**src/rtl/reu_pkg.sv**
```systemverilog
// Shared transfer-type codes, sequencer states and per-byte access ordering
// for the REU transfer sequencer.
package reu_pkg;

    localparam logic [1:0] TT_STASH  = 2'd0;
    localparam logic [1:0] TT_FETCH  = 2'd1;
    localparam logic [1:0] TT_SWAP   = 2'd2;
    localparam logic [1:0] TT_VERIFY = 2'd3;

    typedef enum logic [2:0] {
        IDLE,
        C64_RD,
        C64_WR,
        RAM_RD,
        RAM_WR,
        GAP
    } state_t;

    function automatic state_t first_access(input logic [1:0] tt);
        return (tt == TT_FETCH) ? RAM_RD : C64_RD;
    endfunction

    // The access whose ack closes a byte.
    function automatic logic is_last(input state_t s, input logic [1:0] tt);
        case (tt)
            TT_STASH:          return s == RAM_WR;
            TT_FETCH, TT_SWAP: return s == C64_WR;
            default:           return s == RAM_RD;
        endcase
    endfunction

    // Only meaningful for accesses that do not close the byte.
    function automatic state_t next_access(input state_t s, input logic [1:0] tt);
        case (s)
            C64_RD:  return (tt == TT_STASH) ? RAM_WR : RAM_RD;
            RAM_RD:  return (tt == TT_FETCH) ? C64_WR : RAM_WR;
            RAM_WR:  return C64_WR;
            default: return IDLE;
        endcase
    endfunction

endpackage

```
**src/rtl/reu_bus_port.sv**
```systemverilog
// One four-phase req/ack bus master: registers address, write data and
// direction on go, drops req and captures read data when ack is seen.
module reu_bus_port #(
    parameter int   A_W     = 16,
    parameter logic DIR_RST = 1'b0,
    parameter logic RD_DIR  = 1'b0
) (
    input  logic           clk,
    input  logic           reset,
    input  logic           go,
    input  logic [A_W-1:0] addr_in,
    input  logic [7:0]     data_in,
    input  logic           dir_in,
    input  logic           ack,
    input  logic [7:0]     q,
    output logic           req,
    output logic [A_W-1:0] addr,
    output logic [7:0]     data,
    output logic           dir,
    output logic [7:0]     rdata,
    output logic           ack_seen
);

    assign ack_seen = req & ack;

    always_ff @(posedge clk) begin
        if (reset) begin
            req  <= 1'b0;
            addr <= '0;
            data <= '0;
            dir  <= DIR_RST;
        end else if (go) begin
            req  <= 1'b1;
            addr <= addr_in;
            data <= data_in;
            dir  <= dir_in;
        end else if (ack_seen) begin
            req  <= 1'b0;
        end
    end

    // Write acks must not clobber a byte still waiting to be written back.
    always_ff @(posedge clk) begin
        if (ack_seen && dir == RD_DIR)
            rdata <= q;
    end

endmodule

```
**src/rtl/reu_transfer_sequencer.sv**
```systemverilog
// Executes one REU stash/fetch/swap/verify transfer byte by byte over the
// C64 DMA port and the expansion RAM port.
module reu_transfer_sequencer
    import reu_pkg::*;
#(
    parameter int ram_a_bits = 17
) (
    input  logic                  clk,
    input  logic                  reset,
    input  logic                  start,
    input  logic [1:0]            ttype,
    input  logic [15:0]           c64_a_in,
    input  logic [ram_a_bits-1:0] ram_a_in,
    input  logic [15:0]           len_in,
    input  logic                  fix_c64,
    input  logic                  fix_ram,
    output logic                  busy,
    output logic                  done,
    output logic                  fault,
    output logic [15:0]           c64_a_cur,
    output logic [ram_a_bits-1:0] ram_a_cur,
    output logic [15:0]           len_cur,
    output logic [15:0]           dma_a,
    output logic [7:0]            dma_d,
    input  logic [7:0]            dma_q,
    output logic                  dma_rw,
    output logic                  dma_req,
    input  logic                  dma_ack,
    output logic [ram_a_bits-1:0] ram_a,
    output logic [7:0]            ram_d,
    input  logic [7:0]            ram_q,
    output logic                  ram_we,
    output logic                  ram_req,
    input  logic                  ram_ack
);

    localparam logic [ram_a_bits-1:0] RAM_ONE = 1;

    state_t state, state_n, after_gap, after_n, acc;
    logic [1:0] tt;
    logic fix_c64_q, fix_ram_q;
    logic dma_seen, ram_seen, ack_now, byte_end, mismatch, finish, launch;
    logic go_c64, go_ram;
    logic [7:0] dma_rdata, ram_rdata;
    logic [15:0] c64_addr_next;
    logic [ram_a_bits-1:0] ram_addr_next;

    reu_bus_port #(.A_W(16), .DIR_RST(1'b1), .RD_DIR(1'b1)) u_c64_port (
        .clk(clk), .reset(reset), .go(go_c64), .addr_in(c64_addr_next),
        .data_in(ram_rdata), .dir_in(acc == C64_RD), .ack(dma_ack), .q(dma_q),
        .req(dma_req), .addr(dma_a), .data(dma_d), .dir(dma_rw),
        .rdata(dma_rdata), .ack_seen(dma_seen)
    );

    reu_bus_port #(.A_W(ram_a_bits), .DIR_RST(1'b0), .RD_DIR(1'b0)) u_ram_port (
        .clk(clk), .reset(reset), .go(go_ram), .addr_in(ram_addr_next),
        .data_in(dma_rdata), .dir_in(acc == RAM_WR), .ack(ram_ack), .q(ram_q),
        .req(ram_req), .addr(ram_a), .data(ram_d), .dir(ram_we),
        .rdata(ram_rdata), .ack_seen(ram_seen)
    );

    always_ff @(posedge clk) begin
        if (reset) begin
            state     <= IDLE;
            after_gap <= IDLE;
            busy      <= 1'b0;
            done      <= 1'b0;
            fault     <= 1'b0;
        end else begin
            state     <= state_n;
            after_gap <= after_n;
            busy      <= (state_n != IDLE);
            done      <= finish;
            fault     <= finish && mismatch;
        end
    end

    always_comb begin
        state_n = state;
        after_n = after_gap;
        case (state)
            IDLE: if (start) state_n = first_access(ttype);
            GAP:  state_n = after_gap;
            default: begin
                if (finish) begin
                    state_n = IDLE;
                end else if (ack_now) begin
                    state_n = GAP;
                    after_n = byte_end ? first_access(tt) : next_access(state, tt);
                end
            end
        endcase
    end

    // In IDLE the first access is launched straight from the start inputs.
    always_comb begin
        launch   = (state == IDLE) && start;
        acc      = (state == IDLE) ? first_access(ttype) : after_gap;
        go_c64   = (launch || state == GAP) && (acc == C64_RD || acc == C64_WR);
        go_ram   = (launch || state == GAP) && (acc == RAM_RD || acc == RAM_WR);
        ack_now  = ((state == C64_RD || state == C64_WR) && dma_seen) ||
                   ((state == RAM_RD || state == RAM_WR) && ram_seen);
        byte_end = ack_now && is_last(state, tt);
        mismatch = byte_end && (tt == TT_VERIFY) && (ram_q != dma_rdata);
        finish   = byte_end && ((len_cur == 16'd1) || mismatch);
        c64_addr_next = launch ? c64_a_in : c64_a_cur;
        ram_addr_next = launch ? ram_a_in : ram_a_cur;
    end

    always_ff @(posedge clk) begin
        if (reset) begin
            c64_a_cur <= '0;
            ram_a_cur <= '0;
            len_cur   <= 16'hFFFF;
            tt        <= TT_STASH;
            fix_c64_q <= 1'b0;
            fix_ram_q <= 1'b0;
        end else if (launch) begin
            c64_a_cur <= c64_a_in;
            ram_a_cur <= ram_a_in;
            len_cur   <= len_in;
            tt        <= ttype;
            fix_c64_q <= fix_c64;
            fix_ram_q <= fix_ram;
        end else if (byte_end) begin
            if (!fix_c64_q) c64_a_cur <= c64_a_cur + 16'd1;
            if (!fix_ram_q) ram_a_cur <= ram_a_cur + RAM_ONE;
            // A length of 0 counts through FFFF so it yields 65536 bytes.
            if (len_cur != 16'd1) len_cur <= len_cur - 16'd1;
        end
    end

endmodule

```
**config.mk**
```make
export PLATFORM = sky130hd
export DESIGN_NAME = reu_transfer_sequencer
export DESIGN_NICKNAME = d
export VERILOG_FILES = /design/src/rtl/reu_pkg.sv /design/src/rtl/reu_bus_port.sv /design/src/rtl/reu_transfer_sequencer.sv
export SDC_FILE = /design/constraint.sdc
export NUM_CORES = 1
export LEC_CHECK = 0
export BUFFER_PORTS_ARGS = -buffer_cell sky130_fd_sc_hd__buf_4
export CORE_MARGIN = 4
export CORE_UTILIZATION = 53
export DETAILED_ROUTE_END_ITERATION = 12
export GPL_ROUTABILITY_DRIVEN = 0
export HOLD_SLACK_MARGIN = 0.12
export PLACE_DENSITY = 0.88
export SLEW_MARGIN = 10
export SYNTH_ARGS = -nofsm -noshare
export SYNTH_HDL_FRONTEND = slang
export SYNTH_SLANG_ARGS = --single-unit
```
**constraint.sdc**
```tcl
create_clock -name clk -period 3.36 [get_ports clk]
set_clock_uncertainty 0.05 [all_clocks]
set_input_delay 0 -clock clk [delete_from_list [all_inputs] [get_ports clk]]
set_output_delay 0 -clock clk [all_outputs]
set_load 0.01 [all_outputs]
```
==> results_dict.tcl, run 1 <==
set metrics [dict create \
    grtUsageMet2_pct 53.8 \
    final.min_clock_period_ns 3.11 \
    port_buffers 178 \
    fillCellCount 778 \
    p_leak_uw 0.00360 \
    relSlewSlack_pct 28.6 \
    ioPinCount 179 \
    p_total_uw 4710 \
    fmax_mhz 322 \
    first_global_vias 6971 \
    tritoncts "built" \
    rsz0062_at_grt "false" \
    ys.flop_type "dfxtp_1" \
    die_y_um 120 \
    drc_errors 0 \
    startpoint "state[2]$_SDFF_PP0_" \
    routed_wl_um 22700 \
    first_pass_iters 5 \
    ir_drop_mv 0.364 \
    viasPerCell 6.14 \
    dp.final_hpwl_um 13200 \
    endpoint "ram_a_cur[14]$_SDFFE_PP0P_" \
    syn_area_per_cell_um2 8.45 \
    cp-start-kind "flip-flop" \
    r2r_setup_slack_ns 0.25 \
    ys_types 70 \
    grt_pass1_wl_um 35700 \
    ys_seq_area_share_pct 42.0 \
    async_flop_share_pct 0 \
    final_hold_viol_count 0 \
    r2r_cells 5 \
    use_met1_pct 36.3 \
    maxCapViolations 0 \
    grt_antenna_before_repair 0 \
    fp.dieW_um 120 \
    tightest_slew_ns 1.07 \
    path_class "reg -> reg" \
    crit_chain "or3b_4 > o32ai_2 > o221ai_1 > or4_1 > a311oi_1" \
    cts_resized 0 \
    setup.worst_path.end_class "flip-flop" \
    num_vias 7314 \
    core-area_um2 12100 \
    ys_warn_count 0 \
    final_layout_size_suffix_gt1_share_pct 24.2 \
    hold_class "in -> reg" \
    die-area_um2 14400 \
    grt_max_degree 82 \
    globalRouteOverflowTotal 0 \
    powerDensity_nw_per_um2 498 \
    required_ns 3.63 \
    cts_root_buffer "clkbuf_16" \
    synth_cells 785 \
    syn-num-nets 867 \
    rows 40 \
    busiest_layer "met2" \
    cp_max_fo 18 \
    clock-sinks 131 \
    reg2reg_from "state[2]$_SDFF_PP0_" \
    synth-edff-count 16 \
    slew_violations 0 \
    start_util_pct 54.8 \
    outcome "completed" \
    cp_slowest_cell "dfxtp_1" \
    antenna_cells 0 \
    met3_usage_pct 5.70 \
    syn-cell-area_um2 6630 \
    ant_nets 0 \
    syn2layout_area_growth_pct 42.7 \
    avgRoutedWirePerCell_um 19.1 \
    nets 1092 \
    cp_data_arrival_time_ns 3.38 \
    grt_usage_pct 30.9 \
    setup_tns_ns 0 \
    clk-insertion-delay-late_ns 0.42 \
    cts.htree.levels 4 \
    reg2reg_to "ram_a_cur[14]$_SDFFE_PP0P_" \
    cts_buffer_depth 2 \
    setup_violations 0 \
    cts_buffers 17 \
    cpPeakStageDelay_ns 0.77 \
    drtIter0Drc 715 \
    synth-seq-cells 131 \
    clkTransAtPathRegs_ns 0.06 \
    fin_crit_sh_pct 92.5 \
]
[area by class of cell]
cell class	count	area, µm²	share of cell area, %
Tap cell	168	210	2.22
Clock buffer	21	472	4.98
Inverter	13	48.8	0.516
Sequential cell	131	2780	29.4
Timing Repair Buffer	268	2220	23.5
Clock inverter	11	149	1.57
Multi-Input combinational cell	579	3580	37.9
[cells by family (layout without fill, tap and decap cells)]
kind of cell | count (synthesis) | after routing | synth area share [%]
and+or+nand+nor | 377 | 377 | 27.9
AOI/OAI and AO/OA | 162 | 162 | 19.3
DFF | 131 | 131 | 42.0
buffers and inverters | 75 | 313 | 4.68
muxes | 19 | 19 | 2.89
xor gates and xnor gates | 13 | 13 | 1.72
adders and majority gates | 8 | 8 | 1.51
[worst max-delay path: cells and delay by family, from the launching register on]
family          cells  cell delay, ns
compound gates      3            1.09
flops               1            0.77
simple gates        2            1.10
[cell usage after synthesis (all sizes together) (8+ instances only)]
cell,n,area share [%]
nand2,105,5.9
mux2i,18,2.7
nand4,11,1.0
edfxtp,16,7.2
o21ai,17,1.3
xnor2,10,1.3
o31ai,12,1.4
a211oi,11,1.3
nor3,45,3.4
nor4,15,1.4
inv,13,0.74
or3,16,1.5
ha,8,1.5
nor2,103,5.8
or4,14,1.6
nand3,23,1.7
a21oi,20,1.7
buf,14,1.2
clkbuf,48,2.7
a311oi,53,7.0
dfxtp,115,35
[registers in the layout, summed over array words and instances, names as in the netlist]
signal,flops
u_ram_port.data,8
u_ram_port.rdata,8
fix_ram_q,1
after_gap,3
done,1
c64_a_cur,16
u_ram_port.dir,1
u_c64_port.dir,1
u_c64_port.addr,16
u_c64_port.req,1
u_c64_port.rdata,8
fault,1
state,3
fix_c64_q,1
len_cur,16
tt,2
u_ram_port.req,1
ram_a_cur,17
u_c64_port.data,8
busy,1
u_ram_port.addr,17
[worst min-delay path by stage]
stage / slack [ns] / from / endpoint / cells past startpoint
after floorplan: 0.05 / dma_q[0] / u_c64_port.rdata[0]$_DFFE_PP_ / 0
after global placement: 0.13 / dma_q[6] / u_c64_port.rdata[6]$_DFFE_PP_ / 1
after detailed placement: 0.13 / dma_q[0] / u_c64_port.rdata[0]$_DFFE_PP_ / 1
after CTS: 0.12 / start / state[0]$_SDFF_PP0_ / 5
after global routing: 0.17 / start / state[0]$_SDFF_PP0_ / 5
final: 0.15 / start / state[0]$_SDFF_PP0_ / 5
[stage by stage]
stage	std cells	instance area, µm²	hold slack, ns	utilization, %	worst slack, ns
6_report	1191	9460	0.150	78.1	0.252
5_1_grt	1191	9460	0.170	78.1	0.0850
4_1_cts	1191	9460	0.125	78.1	0.394
3_5_place_dp	1086	8110	0.130	67.0	0.433
3_3_place_gp	1086	8110	0.129	67.0	0.533
2_1_floorplan	785	6630	0.0489	-	0.912
[placed cells by master, fill, tap and decap left out, drive strengths merged, types with 4 or more instances in the layout]
cell type | synthesis | routed
or3 | 16 | 16
nor3 | 45 | 45
nor3b | 6 | 6
o21ai | 17 | 17
o221ai | 4 | 4
mux2i | 18 | 18
or3b | 5 | 5
xnor2 | 10 | 10
clkbuf | 48 | 21
edfxtp | 16 | 16
dfxtp | 115 | 115
a31oi | 7 | 7
nor4 | 15 | 15
nand4 | 11 | 11
clkinv | 0 | 4
nand3 | 23 | 23
a211oi | 11 | 11
o31ai | 12 | 12
dlygate4sd3 | 0 | 73
nor2 | 103 | 103
buf | 14 | 195
a311oi | 53 | 53
a21oi | 20 | 20
and4 | 6 | 6
ha | 8 | 8
inv | 13 | 16
or4 | 14 | 14
and3 | 6 | 6
nand3b | 4 | 4
nand2 | 105 | 105
nor4b | 4 | 4
o31a | 7 | 7
[repair_timing]
item | CTS | global route
buffers inserted | 0 | 0
hold buffers | 73 | 0
endpoints found under the hold margin | 118 | 0
[where the power goes]
group	total (µW)	switching [µW]	internal [µW]
registers	1860	152	1710
clock network	1950	713	1240
logic	902	466	436
total	4710	1330	3380
[layer usage]
metal,vias to the layer above,wire length [µm]
met5,-,0
met1,3470,8790
met2,385,11300
li1,3382,-
met3,77,1670
met4,0,955
(Power assumes the default switching activity.)
==> run 2, diff against run 1 <==
Settings changed: BUFFER_PORTS_ARGS -buffer_cell sky130_fd_sc_hd__buf_4 to -buffer_cell sky130_fd_sc_hd__buf_2.
==> results_dict.tcl, run 2 (synthesized netlist as in run 1, its figures left out) <==
set metrics [dict create \
    viasPerCell 6.06 \
    clkTransAtPathRegs_ns 0.06 \
    setup.worst_path.end_class "flip-flop" \
    grt_max_degree 80 \
    avgRoutedWirePerCell_um 18.2 \
    cp_slowest_cell "dlygate4sd3_1" \
    cts_root_buffer "clkbuf_16" \
    rows 40 \
    layout_commonest_cell "buf_2" \
    clock-sinks 131 \
    first_pass_iters 5 \
    tightest_slew_ns 1.01 \
    first_global_vias 6954 \
    cp_data_arrival_time_ns 3.39 \
    maxCapViolations 0 \
    ioPinCount 179 \
    syn2layout_area_growth_pct 36.8 \
    die-area_um2 14400 \
    final_layout_size_suffix_gt1_share_pct 23.8 \
    die_y_um 120 \
    crit_chain "or3b_2 > a21o_1 > o21ai_4 > buf_12 > nor2_1 > a311oi_1 > dlygate4sd3_1" \
    outcome "completed" \
    port_buffers 178 \
    grt_usage_pct 30.1 \
    final.min_clock_period_ns 3.08 \
    crit_family "compound AO/OA/AOI/OAI gates" \
    final_util_pct 74.9 \
    core-area_um2 12100 \
    layout_common_cells "buf_2, dfxtp_1, nand2_1" \
    tritoncts "built" \
    grt_antenna_before_repair 3 \
    reg.largest.list "ram_a_cur: 17 flops, u_ram_port.addr: 17 flops" \
    dpl_cell_area_um2 7650 \
    num_vias 7275 \
    cts_buffers 17 \
    fin_area_um2 9080 \
    pre_cts_ws_ns 0.486 \
    powerDensity_nw_per_um2 497 \
    cp_max_fo 34 \
    hold_class "in -> reg" \
    internal_power_uw 3230 \
    routed_wl_um 21900 \
    grt_pass1_wl_um 35000 \
    cts_buffer_depth 2 \
    fmax_mhz 325 \
    rsz0062_at_grt "false" \
    pwr-share-seq_pct 41.0 \
    power_switching_share_pct 28.4 \
    ant_nets 0 \
    p_leak_uw 0.00354 \
    setup_tns_ns 0 \
    cp-start-kind "flip-flop" \
    required_ns 3.67 \
    clk-insertion-delay-late_ns 0.42 \
    drc_errors 0 \
    power_frac_comb_pct 18.1 \
    relSlewSlack_pct 32.9 \
    cts.htree.levels 4 \
    globalRouteOverflowTotal 0 \
    final_hold_viol_count 0 \
    fp.dieW_um 120 \
    path_class "reg -> reg" \
    switching_power_uw 1280 \
    clock_power_share_pct 41.0 \
    slew_violations 0 \
    ir_drop_mv 0.338 \
    nets 1099 \
    fin_ws_ns 0.285 \
    dp.final_hpwl_um 13100 \
    p_total_uw 4510 \
    setup_violations 0 \
    fin_crit_sh_pct 91.5 \
    cpPeakStageDelay_ns 0.60 \
    start_util_pct 54.8 \
    path_buf_inv 2 \
    drtIter0Drc 725 \
]
-- run 2: cell types whose count changed in the layout (fill, tap and decap cells not counted), moves of 3 or more --
cell,change
buf_4,-180
buf_2,+177
dlygate4sd3_1,+10
clkbuf_8,+3
diode_2,+3
-- run 2: area by class of cell --
cell class	count	area (µm²)
Inverter	13	48.8
Multi-Input combinational cell	579	3580
Antenna cell	3	7.51
Tap cell	168	210
Timing Repair Buffer	275	1850
Clock buffer	23	488
Sequential cell	131	2780
Clock inverter	9	103
Fill cell	829	3040
-- run 2: timing repair --
item | CTS | global route
buffers inserted | 0 | 0
hold buffers | 83 | 0
hold endpoints to repair | 105 | 0
gates resized for setup | 0 | 0
-- run 2: worst register-to-register path, delay by kind of cell (launching register included) --
kind	cells	cell delay (ns)
compound gates	3	1.00
buf+inv	2	0.86
simple gates	2	0.61
flops	1	0.50
-- run 2: worst paths after layout --
| check | startpoint | endpoint | slack [ns] | cells after the start |
|---|---|---|---|---|
| max | state[0]$_SDFF_PP0_ | u_ram_port.addr[2]$_SDFFE_PP0P_ | 0.28 | 7 |
| min | start | len_cur[13]$_SDFFE_PP1P_ | 0.14 | 3 |
| max reg2reg | state[0]$_SDFF_PP0_ | u_ram_port.addr[2]$_SDFFE_PP0P_ | 0.28 | 7 |
| min reg2reg | u_ram_port.rdata[5]$_DFFE_PP_ | u_c64_port.data[5]$_SDFFE_PP0P_ | 0.44 | 2 |
-- run 2: per-layer routing --
| layer | up-vias | track usage [%] | wire [µm] | share of wire, % |
|---|---|---|---|---|
| met5 | - | 0 | 0 | 0 |
| met4 | 0 | 16.9 | 1010 | 4.6 |
| met3 | 81 | 6.36 | 1700 | 7.8 |
| met2 | 411 | 50.6 | 10700 | 49 |
| met1 | 3385 | 35.8 | 8490 | 39 |
| li1 | 3398 | - | - | - |
-- run 2: power groups by stage --
stage	sequential [µW]	combinational, µW	clock [µW]
floorplan	1890	404	0
global placement	1870	701	0
detailed placement	1870	716	0
CTS	1840	795	1850
global route	1870	886	1930
finish	1850	816	1850
-- run 2: stage by stage --
| stage | hold WS (ns) | std cells |
|---|---|---|
| final | 0.138 | 1201 |
| after global routing | 0.172 | 1201 |
| after CTS | 0.125 | 1198 |
| after detailed placement | 0.131 | 1083 |
| after global placement | 0.127 | 1083 |
| after floorplan | 0.0489 | 785 |
==> run 3, diff against run 2 <==
Settings changed: ABC_AREA set to 0, BUFFER_PORTS_ARGS -buffer_cell sky130_fd_sc_hd__buf_2 to not set, CORE_UTILIZATION 53 to 61, CTS_BUF_LIST set to sky130_fd_sc_hd__clkbuf_2, DONT_BUFFER_PORTS set to 1, PLACE_DENSITY 0.88 to 0.85.
==> results_dict.tcl, run 3 <==
set metrics [dict create \
    firstError "[ERROR RSZ-0060] Max buffer count reached." \
    cts_root_buffer "clkbuf_2" \
    cts_setup_buffers 0 \
    ioPinCount 179 \
    synth.area.mux_share_pct 2.89 \
    ys.flop_type "dfxtp_1" \
    cts_buffer_depth 2 \
    synth_area_leaders "dfxtp_1, edfxtp_1, a311oi_1" \
    synth_top_area_cell "dfxtp_1" \
    yosys.area_share.simple_pct 27.9 \
    start_util_pct 63.4 \
    die_y_um 112 \
    cts_resized 0 \
    synth_top_family_by_area "simple AND/OR/NAND/NOR gates" \
    synth.top_cells.by_count "dfxtp_1, nand2_1, nor2_1, a311oi_1, clkbuf_1" \
    hold_buffers 181 \
    dp.final_hpwl_um 12400 \
    synth_compound_area_share_pct 19.3 \
    ys_seq_area_share_pct 42.0 \
    synth_cells 785 \
    synthAdderAreaFrac_pct 1.51 \
    outcome "aborted with a tool error" \
    clock-sinks 131 \
    synth-edff-count 16 \
    cts.htree.levels 4 \
    cts_buffers 17 \
    async_flop_share_pct 0 \
    ys_types 70 \
    rows 37 \
    syn-num-nets 867 \
    synth_xor_xnor_area_share_pct 1.72 \
    synth-seq-cells 131 \
    fp.dieW_um 112 \
    port_buffers 0 \
    ys_warn_count 0 \
    synth.most_common_cell "dfxtp_1" \
    stop_stage "4_1_cts" \
    yosys.area.top_type_share_pct 34.7 \
    syn-cell-area_um2 6630 \
    syn_area_per_cell_um2 8.45 \
]
run 3: cells by family after synthesis:
family | Yosys count
multiplexers | 19
adder cells (fa/ha/maj) | 8
AO/OA/AOI/OAI | 162
buffers and inverters | 75
XOR/XNOR | 13
flip-flops | 131
AND/OR/NAND/NOR | 377
run 3: stage by stage:
step | utilization [%] | hold slack, ns | std cells | worst slack, ns | area (µm²)
detailed placement | 63.7 | 0.0350 | 868 | 0.519 | 6660
global placement | 63.7 | 0.0352 | 868 | 0.615 | 6660
floorplan | - | 0.0489 | 785 | 0.912 | 6630
==> run 4, diff against run 3 <==
Settings changed: CORE_UTILIZATION 61 to 40, CTS_BUF_LIST sky130_fd_sc_hd__clkbuf_2 to not set, HOLD_SLACK_MARGIN 0.12 to not set, PLACE_DENSITY 0.85 to not set, PLACE_DENSITY_LB_ADDON set to 0.15.
==> results_dict.tcl, run 4 (synthesized netlist as in run 1, its figures left out) <==
set metrics [dict create \
    fmax_mhz 329 \
    num_vias 6216 \
    ant_nets 0 \
    ioPinCount 179 \
    path_class "reg -> reg" \
    layout_common_cells "dfxtp_1, nand2_1, nor2_1" \
    cts_setup_buffers 0 \
    maxCapViolations 0 \
    final_layout_size_suffix_gt1_share_pct 7.97 \
    tightest_slew_ns 1.15 \
    clock-sinks 131 \
    power_frac_comb_pct 13.0 \
    drc_errors 0 \
    required_ns 3.63 \
    rows 46 \
    core-area_um2 16100 \
    first_global_vias 6125 \
    internal_power_uw 3210 \
    cts_buffer_depth 2 \
    ir_drop_mv 0.342 \
    grt_pass1_wl_um 31700 \
    globalRouteOverflowTotal 0 \
    tritoncts "built" \
    dp.final_hpwl_um 13200 \
    antenna_cells 0 \
    start_util_pct 41.3 \
    cts_buffers 17 \
    fp.dieW_um 137 \
    powerDensity_nw_per_um2 547 \
    nets 910 \
    cp_max_fo 20 \
    grt_antenna_before_repair 1 \
    setup_tns_ns 0 \
    syn2layout_area_growth_pct 23.3 \
    cts_root_buffer "clkbuf_16" \
    fin_crit_sh_pct 90.5 \
    avgRoutedWirePerCell_um 18.8 \
    final_hold_viol_count 0 \
    outcome "completed" \
    hold_class "in -> reg" \
    routed_wl_um 19900 \
    switching_power_uw 1260 \
    viasPerCell 5.88 \
    relSlewSlack_pct 23.0 \
    drtIter0Drc 409 \
    die-area_um2 18700 \
    path_buf_inv 0 \
    power_switching_share_pct 28.1 \
    p_leak_uw 0.00269 \
    slew_violations 0 \
    reg.largest.list "ram_a_cur: 17 flops, u_ram_port.addr: 17 flops" \
    clock_power_share_pct 44.1 \
    grt_usage_pct 21.1 \
    first_pass_iters 6 \
    fillCellCount 1503 \
    layout_commonest_cell "dfxtp_1" \
    cp_slowest_cell "dfxtp_1" \
    crit_chain "nand3_1 > o32ai_2 > o221ai_1 > or4_1 > a311oi_1" \
    cpPeakStageDelay_ns 0.75 \
    clk-insertion-delay-late_ns 0.41 \
    p_total_uw 4470 \
    post-place-cells 951 \
    stdcell_count 1057 \
    rsz0062_at_grt "false" \
    clkTransAtPathRegs_ns 0.06 \
    cts.htree.levels 4 \
    cp_data_arrival_time_ns 3.31 \
    setup_violations 0 \
    pwr-share-seq_pct 43.0 \
    die_y_um 137 \
    port_buffers 0 \
    final.min_clock_period_ns 3.04 \
    grt_max_degree 125 \
    crit_family "compound AO/OA/AOI/OAI gates" \
    setup.worst_path.end_class "flip-flop" \
    cp-start-kind "flip-flop" \
]
[run 4: cell type report]
| cell class | count | area, µm² | area share (%) |
|---|---|---|---|
| clock buffers | 18 | 429 | 5.25 |
| clock inverters | 14 | 204 | 2.49 |
| inverters | 13 | 48.8 | 0.597 |
| multi-input cells | 579 | 3580 | 43.8 |
| flip-flops and latches | 131 | 2780 | 34.0 |
| well taps | 216 | 270 | 3.30 |
| repair buffers | 86 | 861 | 10.5 |
[run 4: metal layers]
layer / GRT usage [%] / wire (µm) / vias up
met5: 0 / 7 / -
met4: 6.15 / 355 / 2
met3: 7.35 / 1720 / 28
met2: 34.3 / 9420 / 218
met1: 26.5 / 8420 / 2954
li1: - / - / 3014
[run 4: final timing paths]
kind,to,cells past startpoint,slack [ns],startpoint
worst max-delay path,ram_a_cur[12]$_SDFFE_PP0P_,5,0.32,state[1]$_SDFF_PP0_
worst min-delay path,state[0]$_SDFF_PP0_,4,0.002,start
worst max register to register,ram_a_cur[12]$_SDFFE_PP0P_,5,0.32,state[1]$_SDFF_PP0_
worst min register to register,u_c64_port.data[6]$_SDFFE_PP0P_,2,0.44,u_ram_port.rdata[6]$_DFFE_PP_
[run 4: what timing repair did]
action / in CTS / in global routing
setup endpoints to repair: 0 / 0
hold buffers: 74 / 0
hold endpoints to repair: 136 / 0
gates resized for setup: 0 / 0
[run 4: tightest hold or removal path: cells and delay by family]
family	cells	cell delay, ns
AOI/OAI and AO/OA	2	0.23
and+or+nand+nor	2	0.19
[run 4: through the flow]
stage / setup WS, ns / util, % / instance area (µm²) / hold slack [ns]
CTS: 0.336 / 50.9 / 8180 / 0.00160
finish: 0.320 / 50.9 / 8180 / 0.00166
global placement: 0.538 / 42.3 / 6790 / 0.0373
floorplan: 0.912 / - / 6630 / 0.0489
detailed placement: 0.373 / 42.3 / 6790 / 0.0415
global route: 0.105 / 50.9 / 8180 / 0.0243
[run 4: power groups by stage]
stage | clock, µW | sequential [µW] | combinational (µW)
finish | 1970 | 1920 | 580
global route | 2090 | 1940 | 650
CTS | 2020 | 1920 | 580
detailed placement | 0 | 1960 | 472
global placement | 0 | 1950 | 457
floorplan | 0 | 1890 | 404
